$ cat src/rtl/dpram_pkg.sv
// Shared types and constants for the parametrised dual-port RAM.
package dpram_pkg;

    typedef enum logic {
        READ_FIRST  = 1'b0,
        WRITE_FIRST = 1'b1
    } collide_mode_e;

    typedef enum logic {
        INIT = 1'b0,
        RUN  = 1'b1
    } dpram_state_e;

    localparam int LAT_MAX = 2;

endpackage

$ cat src/rtl/dpram_init_ctrl.sv
// Post-reset sweep controller: walks every address once, then hands the
// write port over to normal traffic.
module dpram_init_ctrl
    import dpram_pkg::*;
#(
    parameter int ADDR_W = 5
) (
    input  logic              clk,
    input  logic              rst,
    output logic              init_busy,
    output logic              init_we,
    output logic [ADDR_W-1:0] init_addr
);

    dpram_state_e state;

    // The last address of the sweep is written on the same edge that leaves INIT.
    always_ff @(posedge clk) begin
        if (!rst) begin
            state     <= INIT;
            init_addr <= '0;
            init_busy <= 1'b1;
            init_we   <= 1'b1;
        end else begin
            case (state)
                INIT: begin
                    init_addr <= init_addr + ADDR_W'(1);
                    if (&init_addr) begin
                        state     <= RUN;
                        init_busy <= 1'b0;
                        init_we   <= 1'b0;
                    end
                end
                RUN: begin
                    state <= RUN;
                end
                default: begin
                    state <= INIT;
                end
            endcase
        end
    end

endmodule

$ cat src/rtl/dpram_param.sv
// Parametrised single-clock dual-port RAM with byte enables, selectable read
// latency, collision policy and a zeroing sweep after reset.
module dpram_param
    import dpram_pkg::*;
#(
    parameter int ADDR_W       = 5,
    parameter int DATA_W       = 8,
    parameter int RD_LATENCY   = 1,
    parameter int COLLIDE_MODE = 0
) (
    input  logic                clk,
    input  logic                rst,
    input  logic                wr_en,
    input  logic [ADDR_W-1:0]   wr_addr,
    input  logic [DATA_W-1:0]   w_data,
    input  logic [DATA_W/8-1:0] wr_be,
    input  logic                rd_en,
    input  logic [ADDR_W-1:0]   rd_addr,
    output logic [DATA_W-1:0]   r_data,
    output logic                r_valid,
    output logic                collision,
    output logic                init_busy
);

    localparam int DEPTH = 2**ADDR_W;
    localparam int BE_W  = DATA_W/8;
    localparam bit NEW_DATA_ON_HIT = (COLLIDE_MODE == int'(WRITE_FIRST));

    generate
        if (RD_LATENCY < 1 || RD_LATENCY > LAT_MAX) begin : g_bad_latency
            $error("dpram_param: RD_LATENCY must be 1 or 2");
        end
        if (DATA_W % 8 != 0) begin : g_bad_width
            $error("dpram_param: DATA_W must be a multiple of 8");
        end
    endgenerate

    logic [DATA_W-1:0] mem [DEPTH];

    logic              init_we;
    logic [ADDR_W-1:0] init_addr;

    dpram_init_ctrl #(.ADDR_W(ADDR_W)) u_init_ctrl (
        .clk       (clk),
        .rst       (rst),
        .init_busy (init_busy),
        .init_we   (init_we),
        .init_addr (init_addr)
    );

    logic run_wr;
    logic run_rd;
    logic hit;

    assign run_wr = rst && !init_busy && wr_en;
    assign run_rd = rst && !init_busy && rd_en;
    assign hit    = run_wr && run_rd && (wr_addr == rd_addr);

    logic [DATA_W-1:0] old_word;
    logic [DATA_W-1:0] merged;

    assign old_word = mem[rd_addr];

    // Merge only matters on a hit, where rd_addr equals wr_addr.
    always_comb begin
        merged = old_word;
        for (int i = 0; i < BE_W; i++) begin
            if (wr_be[i]) begin
                merged[8*i +: 8] = w_data[8*i +: 8];
            end
        end
    end

    logic              mem_we;
    logic [ADDR_W-1:0] mem_waddr;
    logic [DATA_W-1:0] mem_wdata;
    logic [BE_W-1:0]   mem_be;

    assign mem_we    = rst && (init_we || run_wr);
    assign mem_waddr = init_we ? init_addr : wr_addr;
    assign mem_wdata = init_we ? '0 : w_data;
    assign mem_be    = init_we ? '1 : wr_be;

    always_ff @(posedge clk) begin
        if (mem_we) begin
            for (int i = 0; i < BE_W; i++) begin
                if (mem_be[i]) begin
                    mem[mem_waddr][8*i +: 8] <= mem_wdata[8*i +: 8];
                end
            end
        end
    end

    logic [DATA_W-1:0] s1_data;
    logic              s1_valid;
    logic              s1_coll;

    always_ff @(posedge clk) begin
        if (!rst) begin
            s1_data  <= '0;
            s1_valid <= 1'b0;
            s1_coll  <= 1'b0;
        end else begin
            s1_valid <= run_rd;
            s1_coll  <= hit;
            if (run_rd) begin
                s1_data <= (hit && NEW_DATA_ON_HIT) ? merged : old_word;
            end
        end
    end

    generate
        if (RD_LATENCY == 2) begin : g_lat2
            // Extra output stage; data only moves on a completed read so it holds otherwise.
            always_ff @(posedge clk) begin
                if (!rst) begin
                    r_data    <= '0;
                    r_valid   <= 1'b0;
                    collision <= 1'b0;
                end else begin
                    r_valid   <= s1_valid;
                    collision <= s1_coll;
                    if (s1_valid) begin
                        r_data <= s1_data;
                    end
                end
            end
        end else begin : g_lat1
            assign r_data    = s1_data;
            assign r_valid   = s1_valid;
            assign collision = s1_coll;
        end
    endgenerate

endmodule

$ cat config.mk
export PLATFORM = sky130hd
export DESIGN_NAME = dpram_param
export DESIGN_NICKNAME = d
export VERILOG_FILES = /design/src/rtl/dpram_pkg.sv /design/src/rtl/dpram_init_ctrl.sv /design/src/rtl/dpram_param.sv
export SDC_FILE = /design/constraint.sdc
export NUM_CORES = 1
export LEC_CHECK = 0
export CORE_ASPECT_RATIO = 0.6
export CORE_UTILIZATION = 63
export CTS_BUF_LIST = sky130_fd_sc_hd__clkbuf_8
export CTS_CLUSTER_DIAMETER = 50
export DETAILED_ROUTE_END_ITERATION = 7
export PLACE_DENSITY_LB_ADDON = 0.05
export SETUP_SLACK_MARGIN = 0.3
export SYNTH_ARGS = -nofsm -noshare
export SYNTH_HDL_FRONTEND = slang
export SYNTH_SLANG_ARGS = --single-unit
$ cat constraint.sdc
create_clock -name clk -period 2.8 [get_ports clk]
set_input_delay 0.56 -clock clk [delete_from_list [all_inputs] [get_ports clk]]
set_output_delay 0.56 -clock clk [all_outputs]
set_load 0.05 [all_outputs]
# Word-level counts from Yosys, hierarchy flattened
# Memories as Yosys holds them, arrays and structs flattened. A register that Yosys moved wholly into a read port is not among the register bits.
# Cells that the tools add are included.
[op_classes]
add_sub_neg = 1
n_eq_ne = 1
muxes = 8
bitwise_logic = 1
reduce_logical = 11
[op_table]
columns = ["operator", "count"]
rows = [
  ["$mux W8", 1],
  ["$logic_and A1 B1 Y1", 6],
  ["$reduce_and A6 Y1", 1],
  ["$add A5 B1 Y5 const B", 1],
  ["$eq A5 B5 Y1", 1],
  ["$mux W1", 5],
  ["$mux W5", 1],
  ["$reduce_and A5 Y1", 1],
  ["$logic_not A1 Y1", 2],
  ["$pmux W1 S2", 1],
  ["$logic_or A1 B1 Y1", 1],
  ["$not A1 Y1", 1],
]
[word_totals]
regBits = 9
ramBits = 256
input_bits = 23
out_inout_bits = 11
word_cells = 28
n_memories = 1
[memory_table]
columns = ["memory", "depth", "width", "read_ports", "rd_clocked_by_memory_dff", "write_ports", "line", "source"]
rows = [
  ["mem", 32, 8, 1, 1, 1, "dpram_param.sv:38", "logic [DATA_W-1:0] mem [DEPTH];"],
]

# Depth between registers and ports, before layout
# Gate-level depths: netlist of run 1.
[depth]
word_depth = 7
mapped_depth = 10
ltp_nobuf = 5

# Hierarchy
# From an unflattened synthesis of run 1, not the netlist that was laid out.
[hier_totals]
hier_cells = 603
hier_area_um2 = 10939.2
[modules_own_cells]
columns = ["mod", "instances", "cells_per_inst", "area_each_um2", "seq_area_each_um2"]
rows = [
  ["dpram_param", 1, 574, 10612.7, 7887.6],
  ["dpram_init_ctrl", 1, 29, 326.6, 140.1],
]

# Worst setup path after synthesis of run 1
# OpenSTA, ideal clock, no wires.
[synth_path]
kind = "register to register"
start = "register u_init_ctrl.init_we"
end = "memory mem[10][0], enable pin"
setup_time_ps = 370
arrival_time_ps = 2053
required_time_ps = 2430
slack_ps = 377
stages_incl_launch_ff = 8
path_buffers = 2
period_less_slack_ps = 2423
cell_sequence = "dfxtp_1 -> buf_2 -> inv_1 -> nor2_1 -> o21ai_0 -> or2_2 -> clkbuf_1 -> nor2_1"
[synth_via]
elab_chain_cells = 7
elab_cells_between_ends = 10
classes_between = "mux: 5; reduce/logical: 5"
[synth_rtl]
columns = ["item", "line", "source"]
rows = [
  ["start: declaration", "dpram_init_ctrl.sv:11", "output logic init_we,"],
  ["start signal: assignment", "dpram_init_ctrl.sv:23", "init_we <= 1'b1;"],
  ["start signal: assignment", "dpram_init_ctrl.sv:31", "init_we <= 1'b0;"],
  ["$logic_not A1 Y1", "--", ""],
  ["$logic_and A1 B1 Y1 (2 in series)", "--", ""],
  ["$logic_or A1 B1 Y1", "dpram_param.sv:79", "assign mem_we = rst && (init_we || run_wr);"],
  ["$logic_and A1 B1 Y1", "dpram_param.sv:79", ""],
  ["$mux W1", "dpram_param.sv:85", "if (mem_we) begin"],
  ["$mux W1 (implied by the code)", "dpram_param.sv:88", "mem[mem_waddr][8*i +: 8] <= mem_wdata[8*i +: 8];"],
  ["end: declaration", "dpram_param.sv:38", ""],
]
# Several ways; a longest one is shown, not always the timed one.

==> results of run 1 <==
[where the power goes]
group | switching (mW) | internal, mW
clock network | 1.40 | 1.37
registers | 0.0110 | 4.42
logic | 0.225 | 0.178
[through the flow]
| stage | hold slack (ns) | cell area, sq um | setup slack, ns | power, mW |
|---|---|---|---|---|
| floorplan | 0.531 | 11000 | 0.377 | 4.78 |
| global placement | 0.473 | 11900 | 0.116 | 4.91 |
| detailed placement | 0.483 | 11900 | 0.0967 | 4.92 |
| CTS | 0.494 | 12500 | 0.382 | 7.65 |
| global route | 0.502 | 12500 | 0.313 | 7.86 |
| finish | 0.493 | 12500 | 0.403 | 7.61 |
[flip-flops by register name, indices dropped and copies added (netlist names)]
signal	cells
u_init_ctrl.init_addr	5
collision	1
u_init_ctrl.state	1
r_valid	1
u_init_ctrl.init_we	1
mem	256
r_data	8
[layer usage]
layer  GRT usage (%)  up-vias  part of all wire (%)
li1                -     2647                     -
met1            44.7     3032                    43
met2            41.9      288                    45
met3            7.42       44                   9.6
met4            7.21        0                   1.8
met5               0        -                     0
[layout make-up]
class / instances / share of cell area, %
Clock buffer: 42 / 4.61
Clock inverter: 25 / 0.779
Inverter: 3 / 0.0898
Multi-Input combinational cell: 305 / 21.6
Sequential cell: 273 / 64.1
Tap cell: 228 / 2.28
Timing Repair Buffer: 95 / 6.62
[how the worst max path moves through the flow]
stage	slack (ns)	to	cells after the start	from
floorplan	0.38	mem[10][0]	7	u_init_ctrl.init_we
global placement	0.12	r_data[2]	8	rd_addr[1]
detailed placement	0.1	r_data[1]	8	rd_addr[1]
CTS	0.38	init_busy	1	u_init_ctrl.init_we
global route	0.31	init_busy	1	u_init_ctrl.init_we
finish	0.40	init_busy	1	u_init_ctrl.init_we
[kinds of logic after synthesis]
kind of cell               count (synthesis)  synth area share (%)
and+or+nand+nor                          114                  4.79
adders and majority gates                  2                 0.228
xor gates and xnor gates                   8                 0.639
buffers and inverters                     36                  2.37
DFF                                      273                  73.2
AOI/OAI and AO/OA                         67                  4.48
muxes                                    114                  14.3
[layout by cell type, fill, tap and decap left out, drive strengths merged, types with 2 or more instances in the layout]
cell and count:
edfxtp 256, clkdlybuf4s50 31, nand3 12, inv 19, o21ai 4, o41ai 3
a211oi 3, mux2i 73, mux4 32, nor2b 16, a221oi 8, a22oi 21
clkinv 9, and2 5, nand2b 3, xnor2 4, nor2 36, a21oi 14
mux2 9, clkbuf 42, buf 63, ha 2, a22o 8, nand2 34
xor2 4, dfxtp 17
[what timing repair did]
item | CTS | global route
endpoints found under the hold margin | 0 | 0
setup endpoints to repair | 1 | 0
resized for setup | 1 | 0
==> impl_metrics.tcl, run 1 <==
set metrics [dict create \
    status "finished clean" \
    area_delta_synth_final_pct 14.2 \
    reg2reg_slack_ns 0.41 \
    utilization_pct 75.4 \
    vias 6011 \
    die_y_um 104 \
    startpoint_type "register" \
    synth_common_cells "edfxtp_1, mux2i_1, nor2_1, nand2_1, mux4_2" \
    clkTransAtPathRegs_ns 0.07 \
    synthTopCellsByArea "edfxtp_1, mux2i_1, mux4_2" \
    root_buffer "clkbuf_8" \
    fillers 980 \
    syn_area_sq_um 11000 \
    cts_buffer_depth 3 \
    yosysMostFrequentCell "edfxtp_1" \
    hold_start "r_data[4]" \
    place_congestion 0.836 \
    synth_fp_nets 639 \
    synth_edf_count 256 \
    ys_warn_count 0 \
    wire_per_inst_um 25.2 \
    async_flop_share_pct 0 \
    worstHoldPathCells 2 \
    antenna_found_initial 0 \
    numCtsBuffers 38 \
    ys_seq_area_share_pct 73.2 \
    cp.arrival_ns 1.84 \
    seq_area_sq_um 8030 \
    vias_per_cell 6.19 \
    slowest_delay_ns 0.69 \
    finalHoldViolCount 0 \
    core_area_sq_um 16600 \
    tightest_slew_ns 1.01 \
    yosysTopAreaCell "edfxtp_1" \
    rsz0062_at_grt "false" \
    cp_top_family "flip-flops" \
    worstReg2RegEnd "mem[8][0]" \
    powerDensity_nw_per_um2 607 \
    grt-ovfl-total 0 \
    ys.flop_type "edfxtp_1" \
    place_hpwl_um 16000 \
    netlist.area_leader.share_pct 70.1 \
    tritoncts_num_sinks 273 \
    drv_cap 0 \
    maxSlewViolCount 0 \
    rows 36 \
    grtUsageTotal_pct 29.0 \
    antenna_cells 0 \
    dpl.cell_count 904 \
    ant_nets 0 \
    rr_startpoint "u_init_ctrl.init_we" \
    grt_max_degree 33 \
    htreeDepth 2 \
    cp_cell_sequence "dlygate4sd2_1" \
    clock_latency_ns 0.52 \
    hold_path.class "reg2reg" \
    wl_um 24500 \
    crit_buf_inv 1 \
    final-setup-viol-count 0 \
    drc 0 \
    chipWidth_um 172 \
    port_buffers 33 \
    die-area_sq_um 18000 \
    grt_pass1_wl_um 36700 \
    cp_max_fo 14 \
    final_cells 971 \
    postSynthCellCount 614 \
    tritoncts "yes" \
    reg2regPathDepth 4 \
    initial_core_util_pct 66.0 \
    firstDrtPassIters 5 \
    tns_ns 0 \
    cts_hold_buf 0 \
    synth.distinct_cells 46 \
    post_cts_buffers 0 \
    grt_pass1_vias 5996 \
    multi_input_area_sq_um 2700 \
    cpMaxStageDelayCell "dfxtp_1" \
    required_ns 2.24 \
    num-nets-final 741 \
    finClkSkew_ns 0.0179 \
    avgSynthCellArea_sq_um 17.9 \
    synth_seq_cells 273 \
    fmax_mhz 417 \
    fin_crit_ns 2.40 \
    crit_type "reg2out" \
    drive_gt1_share_pct 20.9 \
    period_share_pct 85.6 \
    min_to "r_data[4]" \
    p_leak_nw 4.47 \
    vdd_ir_drop_max_mv 0.449 \
    relSlewSlack_pct 32.6 \
    cp-end-kind "output port" \
    drt_iter0_drc 711 \
    ios 34 \
]
(Power assumes the default switching activity.)
==> run 2: changes to the inputs <==
Settings changed: PLACE_DENSITY from default to 0.89, PLACE_DENSITY_LB_ADDON 0.05 to default.
==> run 2 against run 1 <==
Against the previous run:
- cell area is 1.1% higher
- count of clock-buffer cells in the layout is 3 higher
- worst hold slack better by 0.011 ns
- clock skew is 0.0021 ns higher
- non-clock buffer count is 13 higher
- die area stayed put
==> impl_metrics.tcl, run 2 (synthesis results as in run 1) <==
set metrics [dict create \
    die-area_sq_um 18000 \
    post_cts_buffers 0 \
    vias_per_cell 6.37 \
    tritoncts "yes" \
    firstDrtPassIters 5 \
    required_ns 2.24 \
    cp_num_cells 1 \
    root_buffer "clkbuf_8" \
    num-nets-final 754 \
    largest_register_ffs 256 \
    hold_start "r_data[4]" \
    tns_ns 0 \
    netSwitchingPower_mw 1.67 \
    initial_core_util_pct 66.0 \
    grt_pass1_wl_um 37600 \
    reg2reg_slack_ns 0.72 \
    place_hpwl_um 16200 \
    core_area_sq_um 16600 \
    slowest_delay_ns 0.87 \
    ant_nets 0 \
    relSlewSlack_pct 48.4 \
    place_congestion 0.938 \
    pwr-share-seq_pct 56.7 \
    p_comb_share_pct 5.2 \
    cp-end-kind "output port" \
    crit_buf_inv 1 \
    rr_startpoint "u_init_ctrl.init_we" \
    met2_usage_pct 42.4 \
    grt_max_degree 42 \
    cp_top_family "buffers and inverters" \
    worstReg2RegEnd "mem[17][0]" \
    top_usage_layer "met1" \
    die_y_um 104 \
    cp_cell_sequence "clkdlybuf4s50_1" \
    vdd_ir_drop_max_mv 0.439 \
    maxSlewViolCount 0 \
    utilization_pct 76.3 \
    port_buffers 33 \
    antenna_found_initial 1 \
    cts_buffer_depth 3 \
    ios 34 \
    crit_type "reg2out" \
    regMostFlops "mem" \
    finalHoldViolCount 0 \
    area_delta_synth_final_pct 15.5 \
    dpl.cell_count 917 \
    rows 36 \
    fin_crit_ns 2.41 \
    grtUsageTotal_pct 29.4 \
    cpMaxStageDelayCell "clkdlybuf4s50_1" \
    wire_per_inst_um 25.4 \
    clock_latency_ns 0.53 \
    final_cells 983 \
    intPower_mw 6.15 \
    finClkSkew_ns 0.0200 \
    chipWidth_um 172 \
    met1_usage_pct 42.9 \
    htreeDepth 2 \
    top_regs "mem: 256 flops, r_data: 8 flops, u_init_ctrl.init_addr: 5 flops" \
    clock_power_share_pct 38.1 \
    numCtsBuffers 38 \
    layout_common_cells "edfxtp_1, buf_4, mux2i_1, clkbuf_8, nor2_1" \
    startpoint_type "register" \
    vias 6260 \
    final_common_cell "edfxtp_1" \
    period_share_pct 86.0 \
    grt_pass1_vias 6400 \
    reg2regPathDepth 5 \
    cp.arrival_ns 1.85 \
    p_leak_nw 4.53 \
    wl_um 25000 \
    tritoncts_num_sinks 273 \
    final-setup-viol-count 0 \
    status "finished clean" \
    drt_iter0_drc 848 \
    hold_path.class "reg2reg" \
    cp_max_fo 7 \
    rsz0062_at_grt "false" \
    met3_usage_pct 8.90 \
    fmax_mhz 415 \
    grt-ovfl-total 0 \
    tightest_slew_ns 0.771 \
    post_cts_resized 0 \
    clkTransAtPathRegs_ns 0.08 \
    drc 0 \
    powerDensity_nw_per_um2 617 \
    crit_start "u_init_ctrl.init_we" \
    fillers 880 \
    drive_gt1_share_pct 23.2 \
    cts_hold_buf 0 \
    drv_cap 0 \
    min_to "r_data[4]" \
    worstHoldPathCells 2 \
    power.share.switching_pct 21.4 \
]
run 2: layout make-up:
| class | count | area (sq um) | share of cell area (%) |
|---|---|---|---|
| sequential | 273 | 8030 | 63.3 |
| clock inverter | 20 | 111 | 0.878 |
| tap | 228 | 285 | 2.25 |
| clock buffer | 45 | 619 | 4.89 |
| inverter | 3 | 11.3 | 0.0888 |
| antenna | 1 | 2.50 | 0.0197 |
| timing repair buffer | 108 | 916 | 7.22 |
| multi-input combinational | 305 | 2700 | 21.3 |
run 2: how the worst max path moves through the flow:
stage / end / slack (ns)
3_5_place_dp: r_data[4] / 0.09
2_1_floorplan: mem[10][0] / 0.38
6_report: init_busy / 0.39
3_3_place_gp: r_data[3] / 0.19
4_1_cts: init_busy / 0.39
5_1_grt: init_busy / 0.36
run 2: power by group through the flow:
stage / Sequential [mW] / Clock (mW) / Combinational [mW]
after CTS: 4.43 / 3.02 / 0.398
final: 4.43 / 2.98 / 0.407
after global placement: 4.52 / 0 / 0.380
after floorplan: 4.52 / 0 / 0.262
after global routing: 4.43 / 3.20 / 0.428
after detailed placement: 4.52 / 0 / 0.394
run 2: metrics by stage:
step	worst slack [ns]	hold WS, ns	instance area (sq um)	power [mW]
after floorplan	0.377	0.531	11000	4.78
after global placement	0.189	0.458	11900	4.90
after detailed placement	0.0880	0.469	11900	4.91
after CTS	0.392	0.491	12700	7.85
after global routing	0.364	0.504	12700	8.06
final	0.392	0.504	12700	7.82
run 2: per-layer routing:
metal  vias to the layer above  share of wire, %
li1                       2663                 -
met1                      3114                39
met2                       409                46
met3                        74                12
met4                         0               3.3
met5                         -                 0
==> run 3: changes to the inputs <==
Settings changed: MAX_ROUTING_LAYER from default to met4.
==> run 3 against run 2 <==
Against the previous run:
- register-to-register slack worse by 0.08 ns
- worst hold slack worse by 0.017 ns
- critical path depth unchanged
- maximum frequency up 6.5%
- final cell count down 0.10%
- sequential power about the same
- worst setup slack better by 0.15 ns
- clock power down 7.0%
- clock skew about the same
==> impl_metrics.tcl, run 3 (synthesis results as in run 1) <==
set metrics [dict create \
    status "finished clean" \
    hold_path.class "reg2reg" \
    largest_register_ffs 256 \
    chipWidth_um 172 \
    port_buffers 33 \
    slowest_delay_ns 0.82 \
    cp.arrival_ns 1.70 \
    die_y_um 104 \
    place_congestion 0.944 \
    root_buffer "clkbuf_8" \
    cts_buffer_depth 3 \
    grt_max_degree 41 \
    grt_pass1_wl_um 37000 \
    final_cells 982 \
    fin_crit_ns 2.26 \
    netSwitchingPower_mw 1.61 \
    die-area_sq_um 18000 \
    crit_start "r_data[6]" \
    fin_area_sq_um 12600 \
    fmax_mhz 442 \
    firstDrtPassIters 6 \
    clkTransAtPathRegs_ns 0.07 \
    fin_ws_ns 0.539 \
    cp_cell_sequence "clkdlybuf4s50_1" \
    cp_top_family "buffers and inverters" \
    cpMaxStageDelayCell "clkdlybuf4s50_1" \
    grt_pass1_vias 6295 \
    area_delta_synth_final_pct 15.0 \
    tightest_slew_ns 0.810 \
    num-nets-final 754 \
    place_area_sq_um 11900 \
    rows 36 \
    maxSlewViolCount 0 \
    clock_latency_ns 0.51 \
    core_area_sq_um 16600 \
    layout_common_cells "edfxtp_1, buf_4, mux2i_1, clkbuf_8, nor2_1" \
    period_share_pct 80.8 \
    initial_core_util_pct 66.0 \
    regMostFlops "mem" \
    drv_cap 0 \
    powerDensity_nw_per_um2 603 \
    final-setup-viol-count 0 \
    vias_per_cell 6.32 \
    tns_ns 0 \
    intPower_mw 6.00 \
    reg2regPathDepth 4 \
    cp_max_fo 2 \
    ios 34 \
    required_ns 2.24 \
    finalHoldViolCount 0 \
    vias 6202 \
    dpl.cell_count 917 \
    pwr-share-seq_pct 58.3 \
    grtUsageTotal_pct 29.7 \
    ant_nets 0 \
    wire_per_inst_um 24.8 \
    htreeDepth 2 \
    numCtsBuffers 38 \
    clock_power_share_pct 36.4 \
    relSlewSlack_pct 45.8 \
    startpoint_type "register" \
    tritoncts_num_sinks 273 \
    reg2reg_slack_ns 0.64 \
    crit_type "reg2out" \
    tritoncts "yes" \
    p_leak_nw 4.51 \
    rsz0062_at_grt "false" \
    rr_startpoint "u_init_ctrl.init_we" \
    cp-endpoint "r_data[6]" \
    place_hpwl_um 16300 \
    dp_slack_ns 0.0687 \
    cp_num_cells 1 \
    drive_gt1_share_pct 22.7 \
    top_regs "mem: 256 flops, r_data: 8 flops, u_init_ctrl.init_addr: 5 flops" \
    fillers 909 \
    crit_buf_inv 1 \
    wl_um 24400 \
    cts_hold_buf 0 \
    drt_iter0_drc 760 \
    final_common_cell "edfxtp_1" \
    p_comb_share_pct 5.3 \
    drc 0 \
    grt-ovfl-total 0 \
    vdd_ir_drop_max_mv 0.436 \
    power.share.switching_pct 21.2 \
    antenna_found_initial 1 \
    finClkSkew_ns 0.0200 \
    cp-end-kind "output port" \
    worstReg2RegEnd "mem[29][2]" \
]
-- run 3: layout make-up --
class	count	area [sq um]	share of cell area, %
Sequential cell	273	8030	63.6
Multi-Input combinational cell	305	2700	21.4
Timing Repair Buffer	108	915	7.25
Clock buffer	43	592	4.69
Tap cell	228	285	2.26
Clock inverter	21	83.8	0.664
Inverter	3	11.3	0.0892
Antenna cell	1	2.50	0.0198
-- run 3: repair_timing --
action                                  4_1_cts  5_1_grt
gates resized for setup                       1        1
buffers inserted                              0        0
endpoints found under the setup margin        1       54
-- run 3: worst register-to-register path, delay by kind of cell (launching register included) --
kind	cells	cell delay, ns
multiplexers	1	0.39
AND/OR/NAND/NOR	2	0.73
buffers and inverters	1	0.20
flip-flops	1	0.54
-- run 3: how the worst min path moves through the flow --
stage,slack [ns],startpoint,cells past startpoint,endpoint
detailed placement,0.47,r_data[2],1,r_data[2]
global route,0.50,r_data[4],2,r_data[4]
finish,0.49,r_data[3],2,r_data[3]
floorplan,0.53,u_init_ctrl.init_addr[1],2,u_init_ctrl.init_addr[1]
global placement,0.47,r_data[3],2,r_data[3]
CTS,0.49,r_data[6],2,r_data[6]
-- run 3: per-stage QoR --
step | total power, mW | utilization [%] | hold slack, ns
after detailed placement | 4.92 | 71.9 | 0.472
final | 7.61 | 75.9 | 0.487
after global placement | 4.90 | 71.9 | 0.466
after global routing | 7.86 | 75.9 | 0.502
after floorplan | 4.78 | - | 0.531
after CTS | 7.64 | 75.9 | 0.486
-- run 3: power by group through the flow --
stage                     Combinational (mW)  Sequential (mW)  Clock (mW)
after detailed placement               0.399             4.52           0
after CTS                              0.401             4.43        2.81
after global routing                   0.429             4.43        3.00
after global placement                 0.384             4.52           0
final                                  0.406             4.43        2.77
after floorplan                        0.262             4.52           0
-- run 3: layer usage --
metal  global-route usage, %  vias up  part of all wire [%]
met1                    41.7     3058                    39
li1                        -     2665                     -
met3                    7.34       71                    12
met2                    43.8      408                    47
met4                    8.72        0                   2.6
met5                       -        -                     0
